<file path="config.mk">
export PLATFORM = sky130hd
export DESIGN_NAME = rr_arbiter_lock_n
export DESIGN_NICKNAME = d
export VERILOG_FILES = /design/src/rtl/noc_arb_pkg.sv /design/src/rtl/rr_pick_onehot.sv /design/src/rtl/rr_arbiter_lock_n.sv
export SDC_FILE = /design/constraint.sdc
export NUM_CORES = 1
export LEC_CHECK = 0
export BUFFER_PORTS_ARGS = -buffer_cell sky130_fd_sc_hd__buf_2
export CAP_MARGIN = 0
export CORE_ASPECT_RATIO = 0.6
export CORE_MARGIN = 4
export CORE_UTILIZATION = 50
export DETAILED_ROUTE_END_ITERATION = 8
export PLACE_DENSITY = 0.77
export SYNTH_ARGS = -nofsm -noshare
export SYNTH_HDL_FRONTEND = slang
export SYNTH_HIERARCHICAL = 1
export SYNTH_SLANG_ARGS = --single-unit
export TNS_END_PERCENT = 30
</file>
<file path="constraint.sdc">
create_clock -name clk -period 3.24 [get_ports clk]
set_input_delay 0.486 -clock clk [delete_from_list [all_inputs] [get_ports clk]]
set_output_delay 0.486 -clock clk [all_outputs]
set_load 0.02 [all_outputs]
</file>
<file path="src/rtl/noc_arb_pkg.sv">
// rtl/noc_arb_pkg.sv - shared state type and one-hot helpers for NoC output arbiters
package noc_arb_pkg;

  localparam int MAX_REQ = 16;
  localparam int IDX_W   = 4;

  typedef enum logic {
    ARB_IDLE   = 1'b0,
    ARB_LOCKED = 1'b1
  } arb_state_t;

  // Rotate a one-hot vector left by one within its low n bits, MSB wrapping to bit 0.
  function automatic logic [MAX_REQ-1:0] rotl1_onehot(input logic [MAX_REQ-1:0] v, input int n);
    logic [MAX_REQ-1:0] r;
    r = (v << 1) | (v >> (n - 1));
    r = r & MAX_REQ'((32'd1 << n) - 32'd1);
    return r;
  endfunction

  function automatic logic [IDX_W-1:0] onehot2bin(input logic [MAX_REQ-1:0] v);
    logic [IDX_W-1:0] b;
    b = '0;
    for (int i = 0; i < MAX_REQ; i++) begin
      if (v[i]) b = b | IDX_W'(i);
    end
    return b;
  endfunction

endpackage

</file>
<file path="src/rtl/rr_pick_onehot.sv">
// rtl/rr_pick_onehot.sv - circular priority picker, ptr bit has highest priority
module rr_pick_onehot #(
  parameter int N = 5
) (
  input  logic [N-1:0] req,
  input  logic [N-1:0] ptr,
  output logic [N-1:0] pick
);

  logic [2*N-1:0] dreq;
  logic [2*N-1:0] dmask;

  // Subtracting ptr from the doubled request clears the first set bit at or above ptr,
  // so and-not isolates it; the upper copy catches the wrap-around case.
  always_comb begin
    dreq  = {req, req};
    dmask = dreq & ~(dreq - {{N{1'b0}}, ptr});
    pick  = dmask[N-1:0] | dmask[2*N-1:N];
  end

endmodule

</file>
<file path="src/rtl/rr_arbiter_lock_n.sv">
// rtl/rr_arbiter_lock_n.sv - N-input round-robin output arbiter with wormhole lock and stall timeout
module rr_arbiter_lock_n
  import noc_arb_pkg::*;
#(
  parameter int N_REQ        = 5,
  parameter bit LOCK_EN      = 1'b1,
  parameter int TIMEOUT_W    = 8,
  parameter int LOCK_TIMEOUT = 200
) (
  input  logic                     clk,
  input  logic                     reset,
  input  logic                     en,
  input  logic                     out_ready,
  input  logic [N_REQ-1:0]         req,
  input  logic [N_REQ-1:0]         last,
  output logic [N_REQ-1:0]         gnt,
  output logic [$clog2(N_REQ)-1:0] owner,
  output logic                     busy,
  output logic                     timeout_err
);

  localparam int                   OWN_W      = $clog2(N_REQ);
  localparam logic [TIMEOUT_W-1:0] STALL_LAST = TIMEOUT_W'(LOCK_TIMEOUT - 1);
  localparam bit                   TIMEOUT_ON = (LOCK_TIMEOUT != 0);

  arb_state_t           state;
  logic [N_REQ-1:0]     ptr;
  logic [N_REQ-1:0]     pick;
  logic [N_REQ-1:0]     owner_oh;
  logic [TIMEOUT_W-1:0] stall_cnt;
  logic [MAX_REQ-1:0]   gnt_ext;
  logic                 xfer_ok;
  logic                 owner_req;
  logic                 stall_expire;

  rr_pick_onehot #(.N(N_REQ)) u_pick (
    .req  (req),
    .ptr  (ptr),
    .pick (pick)
  );

  always_comb begin
    owner_oh        = '0;
    owner_oh[owner] = 1'b1;
    xfer_ok         = en && out_ready && !reset;
    owner_req       = |(req & owner_oh);
    gnt             = '0;
    if (xfer_ok) begin
      if (state == ARB_IDLE) gnt = pick;
      else if (owner_req)    gnt = owner_oh;
    end
    // A grant or a source abort on the same cycle takes precedence over the timeout.
    stall_expire = TIMEOUT_ON && !reset && (state == ARB_LOCKED) && owner_req &&
                   (gnt == '0) && (stall_cnt == STALL_LAST);
    gnt_ext              = '0;
    gnt_ext[N_REQ-1:0]   = gnt;
  end

  assign busy        = (state == ARB_LOCKED);
  assign timeout_err = stall_expire;

  always_ff @(posedge clk) begin
    if (reset) begin
      state     <= ARB_IDLE;
      ptr       <= N_REQ'(1);
      owner     <= '0;
      stall_cnt <= '0;
    end else if (state == ARB_IDLE) begin
      stall_cnt <= '0;
      if (gnt != '0) begin
        ptr <= N_REQ'(rotl1_onehot(gnt_ext, N_REQ));
        if (LOCK_EN && ((gnt & last) == '0)) begin
          state <= ARB_LOCKED;
          owner <= OWN_W'(onehot2bin(gnt_ext));
        end
      end
    end else begin
      if (!owner_req) begin
        state     <= ARB_IDLE;
        stall_cnt <= '0;
      end else if (gnt != '0) begin
        stall_cnt <= '0;
        if ((gnt & last) != '0) state <= ARB_IDLE;
      end else if (stall_expire) begin
        state     <= ARB_IDLE;
        stall_cnt <= '0;
      end else if (stall_cnt != '1) begin
        stall_cnt <= stall_cnt + TIMEOUT_W'(1);
      end
    end
  end

endmodule
</file>
==> out/qor.txt, run 1 <==
Slowest stage delay, CP -> 0.33 ns
R2R Setup Slk -> 0.25 ns
Count of different cell masters after synthesis -> 53
Switch share -> 32.1%
Reg2Reg Depth -> 13
Hold Startpoint -> stall_cnt[6]
Setup TNS -> 0 ns
P&R area growth vs syn -> 33.3%
Synthesized instance count -> 169
Power Dens Cells -> 317 nW/um^2
Cell mode on critical path -> buf_4
CTS tree -> yes
Routed Antenna Nets -> 0
CP max FO -> 2
Sequential fraction of the synthesis area -> 25.4%
CTS max path bufs -> 2
Combinational Power Share -> 32.2%
WP data arrival -> 2.74 ns
Final worst path period share -> 99.6%
Worst Setup End Kind -> primary output
Clk sinks -> 17
Starting DRT DRC Count -> 131
Synth Flop Type -> dfxtp_1
Slew Viols, Final -> 0
Number of synthesized flops with an enable pin -> 0
Max-cap violations -> 0
Pint -> 0.384 mW
Die W -> 74.8 um
Nets -> 233
Total grt overflow -> 0
RSZ-0062 raised after global routing -> true
CTS H-tree lvls -> 1
CTS buffer count -> 3
Final WS setup -> 0.0145 ns
Worst-margin pin slew -> 0.516 ns
Worst endpoint required time -> 2.75 ns
Clock Power Share -> 29.3%
Critical-path cell list -> buf_2, buf_4, ha_1, a21o_1, a31o_2, xor2_1, a21boi_1, nor4_4, a2bb2oi_2, o21ai_2, nand2_2, nor4b_4, buf_4
Setup violations, final -> 0
Nature of the critical path startpoint -> primary input
Leakage -> 0.736 nW
Skew-Pair Late Insertion Delay -> 0.25 ns
Clk Tree Root Cell -> clkbuf_8
Hold EP -> stall_cnt[6]
Fin. Hold Viols -> 0
FMAX -> 0.310 GHz
Maximum number of pins on one net before global-route repair -> 14
Outcome -> finished clean
Starting Density -> 53.0%
Port buffer count -> 23
Clock Skews -> 0.00435 ns
Seq cells post-synth -> 17
Initial antenna violation count -> 0
Design area -> 1780 um^2
Core Area -> 2520 um^2
Clock transition at path regs -> 0.07 ns
# DRC -> 0
Ports -> 24
Syn_area_per_cell -> 7.91 um^2
Layout cells sized above 1 -> 32.5%
Reg2reg start -> ptr[2]
All-Layer GR Usage -> 23.9%
Total power -> 0.566 mW
Setup WS pre-CTS -> -0.254 ns
Hold buffers post-CTS -> 0
Hold Path Depth -> 1
Post-synthesis async set-or-reset flop share -> 0%
Mapped Area -> 1340 um^2
Diodes inserted -> 0
Pre-Repair DR Iteration Count -> 4
Peak supply drop -> 0.000192 V
Synthesized Nets -> 189
Relative slew slack -> 65.3%
Die H -> 48.1 um
Filler instances -> 188
P_sw -> 0.182 mW
WL per Instance -> 17.1 um
Global-route wire length before repair -> 6.40 mm
Crit Path Category -> primary input to primary output
Hold crit path type -> register to register
Reg2Reg Capture Point -> owner[1]
Final GP Congestion -> 0.906
Routed via count -> 1508
Avg Vias per Cell -> 6.18
Number of global-route vias before repair -> 1392
Die Area -> 3590 um^2
Final wirelength -> 4.17 mm
HPWL after DPL -> 3.17 mm
Fin crit period -> 3.23 ns
Num rows -> 14
CP max stage cell -> nor4_4
Post-DP Area -> 1620 um^2
Seq pwr share -> 38.4%
YS warnings -> 6
[layout make-up]
cell class | count | area [um^2] | area share, %
clock buffer | 3 | 41.3 | 2.32
timing repair buffer | 43 | 277 | 15.5
clock inverter | 1 | 7.51 | 0.421
inverter | 8 | 30.0 | 1.68
tap | 32 | 40.0 | 2.25
multi-input combinational | 140 | 1040 | 58.5
sequential | 17 | 345 | 19.4
[layout by cell type (no fill, tap or decap), types with 3 or more instances in the layout]
cell,Yosys,final
a22oi_1,5,5
buf_4,0,22
inv_1,8,8
dfxtp_1,17,15
buf_2,2,20
nor3_1,4,4
nand4_1,4,4
nor2b_1,5,5
mux2i_1,6,6
o21ai_0,5,4
nand2_1,12,11
a21o_1,3,3
clkbuf_8,0,3
ha_1,5,3
nand2b_1,7,6
a21oi_1,8,7
nor2_1,25,25
nand3_1,5,5
[what timing repair did]
item / in CTS / in global routing
pin swaps: 8 / 7
endpoints found under the setup margin: 1 / 2
setup buffers: 4 / 0
gates resized for setup: 6 / 11
endpoints found under the hold margin: 0 / 0
[worst max-delay path, delay by kind of cell]
kind,cells,cell delay (ns)
adders and majority gates,1,0.21
buffers and inverters,3,0.44
xor gates and xnor gates,1,0.14
AOI/OAI and AO/OA,5,0.84
and+or+nand+nor,3,0.62
[logic make-up (layout without fill, tap and decap cells)]
family                   after synthesis  after routing  share of synthesized area, %
AO/OA/AOI/OAI                         40             40                          22.2
multiplexers                           9              9                          7.02
flip-flops                            17             17                          25.4
AND/OR/NAND/NOR                       81             81                          33.0
adder cells (fa/ha/maj)                6              6                          6.17
XOR/XNOR                               4              4                          2.62
buffers and inverters                 12             55                          3.56
[how the worst max path moves through the flow]
stage,startpoint,endpoint,slack [ns],cells past startpoint
floorplan,req[0],timeout_err,0.06,11
global placement,req[0],timeout_err,-0.11,13
detailed placement,req[0],timeout_err,-0.25,13
CTS,req[0],timeout_err,-0.02,13
global route,req[0],timeout_err,-0.07,14
finish,req[1],timeout_err,0.01,13
[synthesized netlist by cell type (2+ instances only)]
cell	n	share of area (%)
ha_1	5	4.7
clkbuf_1	2	0.56
o21ai_0	5	1.9
and2_1	2	0.94
nand3_1	5	1.9
nor2_1	25	7.0
mux2_1	2	1.7
buf_2	2	0.75
a21o_1	3	1.7
nand2b_1	7	3.3
nor4_1	3	1.4
a32oi_1	2	1.3
or3b_1	2	1.3
a21oi_1	8	3.0
mux2i_1	6	4.5
nand2_1	12	3.4
xnor2_1	2	1.3
and3_1	2	0.94
nor3_1	4	1.5
xor2_1	2	1.3
o21ai_1	2	0.75
a22oi_1	5	2.8
nor2b_1	5	2.3
nand4_1	4	1.9
inv_1	8	2.2
dfxtp_1	17	25
[power by group through the flow]
stage | sequential, mW | clock [mW] | combinational, mW
4_1_cts | 0.218 | 0.167 | 0.165
3_5_place_dp | 0.222 | 0 | 0.153
2_1_floorplan | 0.220 | 0 | 0.0921
5_1_grt | 0.218 | 0.181 | 0.194
6_report | 0.218 | 0.166 | 0.183
3_3_place_gp | 0.222 | 0 | 0.146
[flip-flops by register name, summed over array words and instances (netlist names)]
name / count
busy: 1
owner: 3
ptr: 5
stall_cnt: 8
[routing by layer]
| metal | global-route usage [%] | vias to the layer above | wire [um] |
|---|---|---|---|
| li1 | - | 710 | - |
| met1 | 30.1 | 717 | 1770 |
| met2 | 40.8 | 71 | 2010 |
| met3 | 7.76 | 10 | 335 |
| met4 | 4.96 | 0 | 63 |
| met5 | 0 | - | 0 |
[stage by stage]
| step | hold WS (ns) | utilization (%) | std cells |
|---|---|---|---|
| 3_3_place_gp | 0.483 | 64.2 | 236 |
| 6_report | 0.517 | 70.7 | 244 |
| 5_1_grt | 0.529 | 70.7 | 244 |
| 2_1_floorplan | 0.459 | - | 169 |
| 3_5_place_dp | 0.494 | 64.2 | 236 |
| 4_1_cts | 0.508 | 68.5 | 244 |
(Power assumes the default switching activity.)
==> inputs of run 2 (changes only) <==
--- a/config.mk
+++ b/config.mk
@@ -5,6 +5,7 @@
 export SDC_FILE = /design/constraint.sdc
 export NUM_CORES = 1
 export LEC_CHECK = 0
+export ABC_AREA = 1
 export BUFFER_PORTS_ARGS = -buffer_cell sky130_fd_sc_hd__buf_2
 export CAP_MARGIN = 0
 export CORE_ASPECT_RATIO = 0.6
==> run 2 against run 1 <==
Compared with the run above: maximum frequency is 7.8% higher; highest routed layer unchanged; routed wire length is 17% lower; clock skew is 0.0024 ns lower; clock power is 7% lower; synthesized area is 1.9% higher; die area is 1.6% higher; core utilization is 10 points lower; sequential power is 6% higher; sequential share of layout area is 2.6 points higher; first-iteration DRC count is 50% higher; global-route usage is 4.4 points lower; register-to-register slack better by 0.63 ns.
==> out/qor.txt, run 2 <==
Worst endpoint required time -> 2.75 ns
Final WS setup -> 0.249 ns
CTS H-tree lvls -> 1
Maximum number of pins on one net before global-route repair -> 11
Worst-margin pin slew -> 0.496 ns
Mapped Area -> 1360 um^2
Area share of the largest cell type after synthesis -> 25.0%
Gates resized, CTS repair -> 0
R2R Setup Slk -> 0.88 ns
Reg2Reg Depth -> 16
FMAX -> 0.334 GHz
Nature of the critical path startpoint -> primary input
HPWL after DPL -> 2.77 mm
Clock transition at path regs -> 0.06 ns
Setup WS pre-CTS -> 0.274 ns
Final GP Congestion -> 0.970
Outcome -> finished clean
Relative slew slack -> 66.9%
Count of different cell masters after synthesis -> 30
Die Area -> 3650 um^2
Nets -> 260
Leakage -> 0.788 nW
Hold Startpoint -> ptr[1]
Post-synthesis async set-or-reset flop share -> 0%
Peak supply drop -> 0.000217 V
Max-cap violations -> 0
Final worst path period share -> 92.3%
Clock Skews -> 0.00196 ns
RSZ-0062 raised after global routing -> false
Most frequent cell after synthesis -> nand2_1
Ports -> 24
Post-CTS Setup Bufs -> 0
Filler instances -> 254
CTS buffer count -> 3
CTS max path bufs -> 2
YS warnings -> 6
Die W -> 75.4 um
Hold EP -> ptr[1]
Largest registers -> stall_cnt x8, ptr x5, owner x3
Slowest stage delay, CP -> 0.43 ns
Commonest non-fill, non-tap cell in the layout -> nand2_1
Most frequent cells after synthesis -> nand2_1 (51), nand3_1 (33), inv_1 (29)
Largest register FFs -> 8
CTS tree -> yes
Final wirelength -> 3.44 mm
Core Area -> 2560 um^2
Avg Vias per Cell -> 5.34
Power Dens Cells -> 356 nW/um^2
Global-route wire length before repair -> 5.53 mm
Fin. Hold Viols -> 0
WP data arrival -> 2.51 ns
Seq cells post-synth -> 17
Commonest non-fill, non-tap cells in the layout -> nand2_1 (51), nand3_1 (33), inv_1 (29)
Setup violations, final -> 0
Critical-path cell list -> buf_2, inv_2, nand2_4, fa_1, nand2_1, inv_1, o21ai_0, nand2_1, nand2_1, nand2_1, nand2_2, nand2_2, nor2_4, nand3_1, inv_1, buf_2
Fin crit period -> 2.99 ns
CP max stage cell -> fa_1
Pre-Repair DR Iteration Count -> 5
Slew Viols, Final -> 0
Skew-Pair Late Insertion Delay -> 0.25 ns
Setup TNS -> 0 ns
CP max FO -> 8
CP Launch Point -> req[0]
Most area-hungry cell type in the Yosys netlist -> dfxtp_1
Synthesized Nets -> 233
Crit Path Category -> primary input to primary output
Routed Antenna Nets -> 0
Worst Setup End Kind -> primary output
Dominant cells by area after synthesis -> dfxtp_1 (25%), nand2_1 (14%), nand3_1 (12%)
Num rows -> 14
All-Layer GR Usage -> 19.5%
Sequential fraction of the synthesis area -> 25.0%
P&R area growth vs syn -> 13.9%
Number of global-route vias before repair -> 1146
WL per Instance -> 12.7 um
Cell mode on critical path -> nand2_1
Hold crit path type -> register to register
Die H -> 48.4 um
Syn_area_per_cell -> 6.40 um^2
Hold Path Depth -> 2
Routed via count -> 1446
Starting DRT DRC Count -> 196
Layout cells sized above 1 -> 19.7%
Hold buffers post-CTS -> 0
Number of synthesized flops with an enable pin -> 0
Clk sinks -> 17
# DRC -> 0
Synth Flop Type -> dfxtp_1
Register bank with the most flops -> stall_cnt
Diodes inserted -> 0
Total grt overflow -> 0
Clk Tree Root Cell -> clkbuf_8
Reg2Reg Capture Point -> ptr[0]
Reg2reg start -> ptr[0]
Initial antenna violation count -> 0
Synthesized instance count -> 213
Port buffer count -> 23
Starting Density -> 53.3%
-- run 2: cell types whose count changed in the layout (fill, tap and decap cells not counted), sizes merged, moves of 4 or more --
cell,change
nor2b,-5
a21oi,+6
inv,+26
a22oi,-5
o21ai,-4
mux2i,-5
nand3,+30
buf,-20
nand2,+45
nand2b,-7
-- run 2: cell families (layout without fill, tap and decap cells) --
kind of cell               count (synthesis)  in the layout  synth area share, %
adders and majority gates                  6              6                 6.06
buffers and inverters                     35             61                 10.4
AOI/OAI and AO/OA                         22             22                 8.72
xor gates and xnor gates                   2              2                 1.29
muxes                                      1              1                0.735
and+or+nand+nor                          130            130                 47.8
DFF                                       17             17                 25.0
-- run 2: routing by layer --
metal  vias to the layer above  global-route usage (%)  routed length [um]
met2                        65                    22.6                1260
met4                         0                    1.74                  12
li1                        755                       -                   -
met1                       624                    34.3                1800
met3                         2                    5.99                 365
met5                         -                       0                   0
-- run 2: layout make-up --
cell class	instances	area (um^2)	area share (%)
multi-input cells	161	881	56.8
repair buffers	23	115	7.42
inverters	34	130	8.39
well taps	32	40.0	2.58
flip-flops and latches	17	340	21.9
clock buffers	4	45.0	2.90
-- run 2: through the flow --
stage               hold slack [ns]  std cells  cell area, um^2  utilization [%]  total power [mW]
detailed placement            0.457        267             1510             58.9             0.399
finish                        0.464        271             1550             60.7             0.553
global route                  0.509        271             1550             60.7             0.585
CTS                           0.466        271             1550             60.7             0.555
floorplan                     0.433        213             1360                -             0.355
global placement              0.454        267             1510             58.9             0.399
-- run 2: worst max path at each step --
stage | slack (ns) | to
after floorplan | 0.72 | timeout_err
after global placement | 0.25 | timeout_err
after detailed placement | 0.27 | timeout_err
after CTS | 0.27 | timeout_err
after global routing | 0.06 | timeout_err
final | 0.25 | timeout_err
-- run 2: critical path: cells and delay by family --
family                     cells  cell delay [ns]
and+or+nand+nor                9             0.98
buffers and inverters          5             0.48
AOI/OAI and AO/OA              1             0.13
adders and majority gates      1             0.43
-- run 2: power breakdown --
part / internal (mW) / switching [mW]
clock: 0.0872 / 0.0665
combinational: 0.0575 / 0.110
sequential: 0.218 / 0.0131
total: 0.363 / 0.190
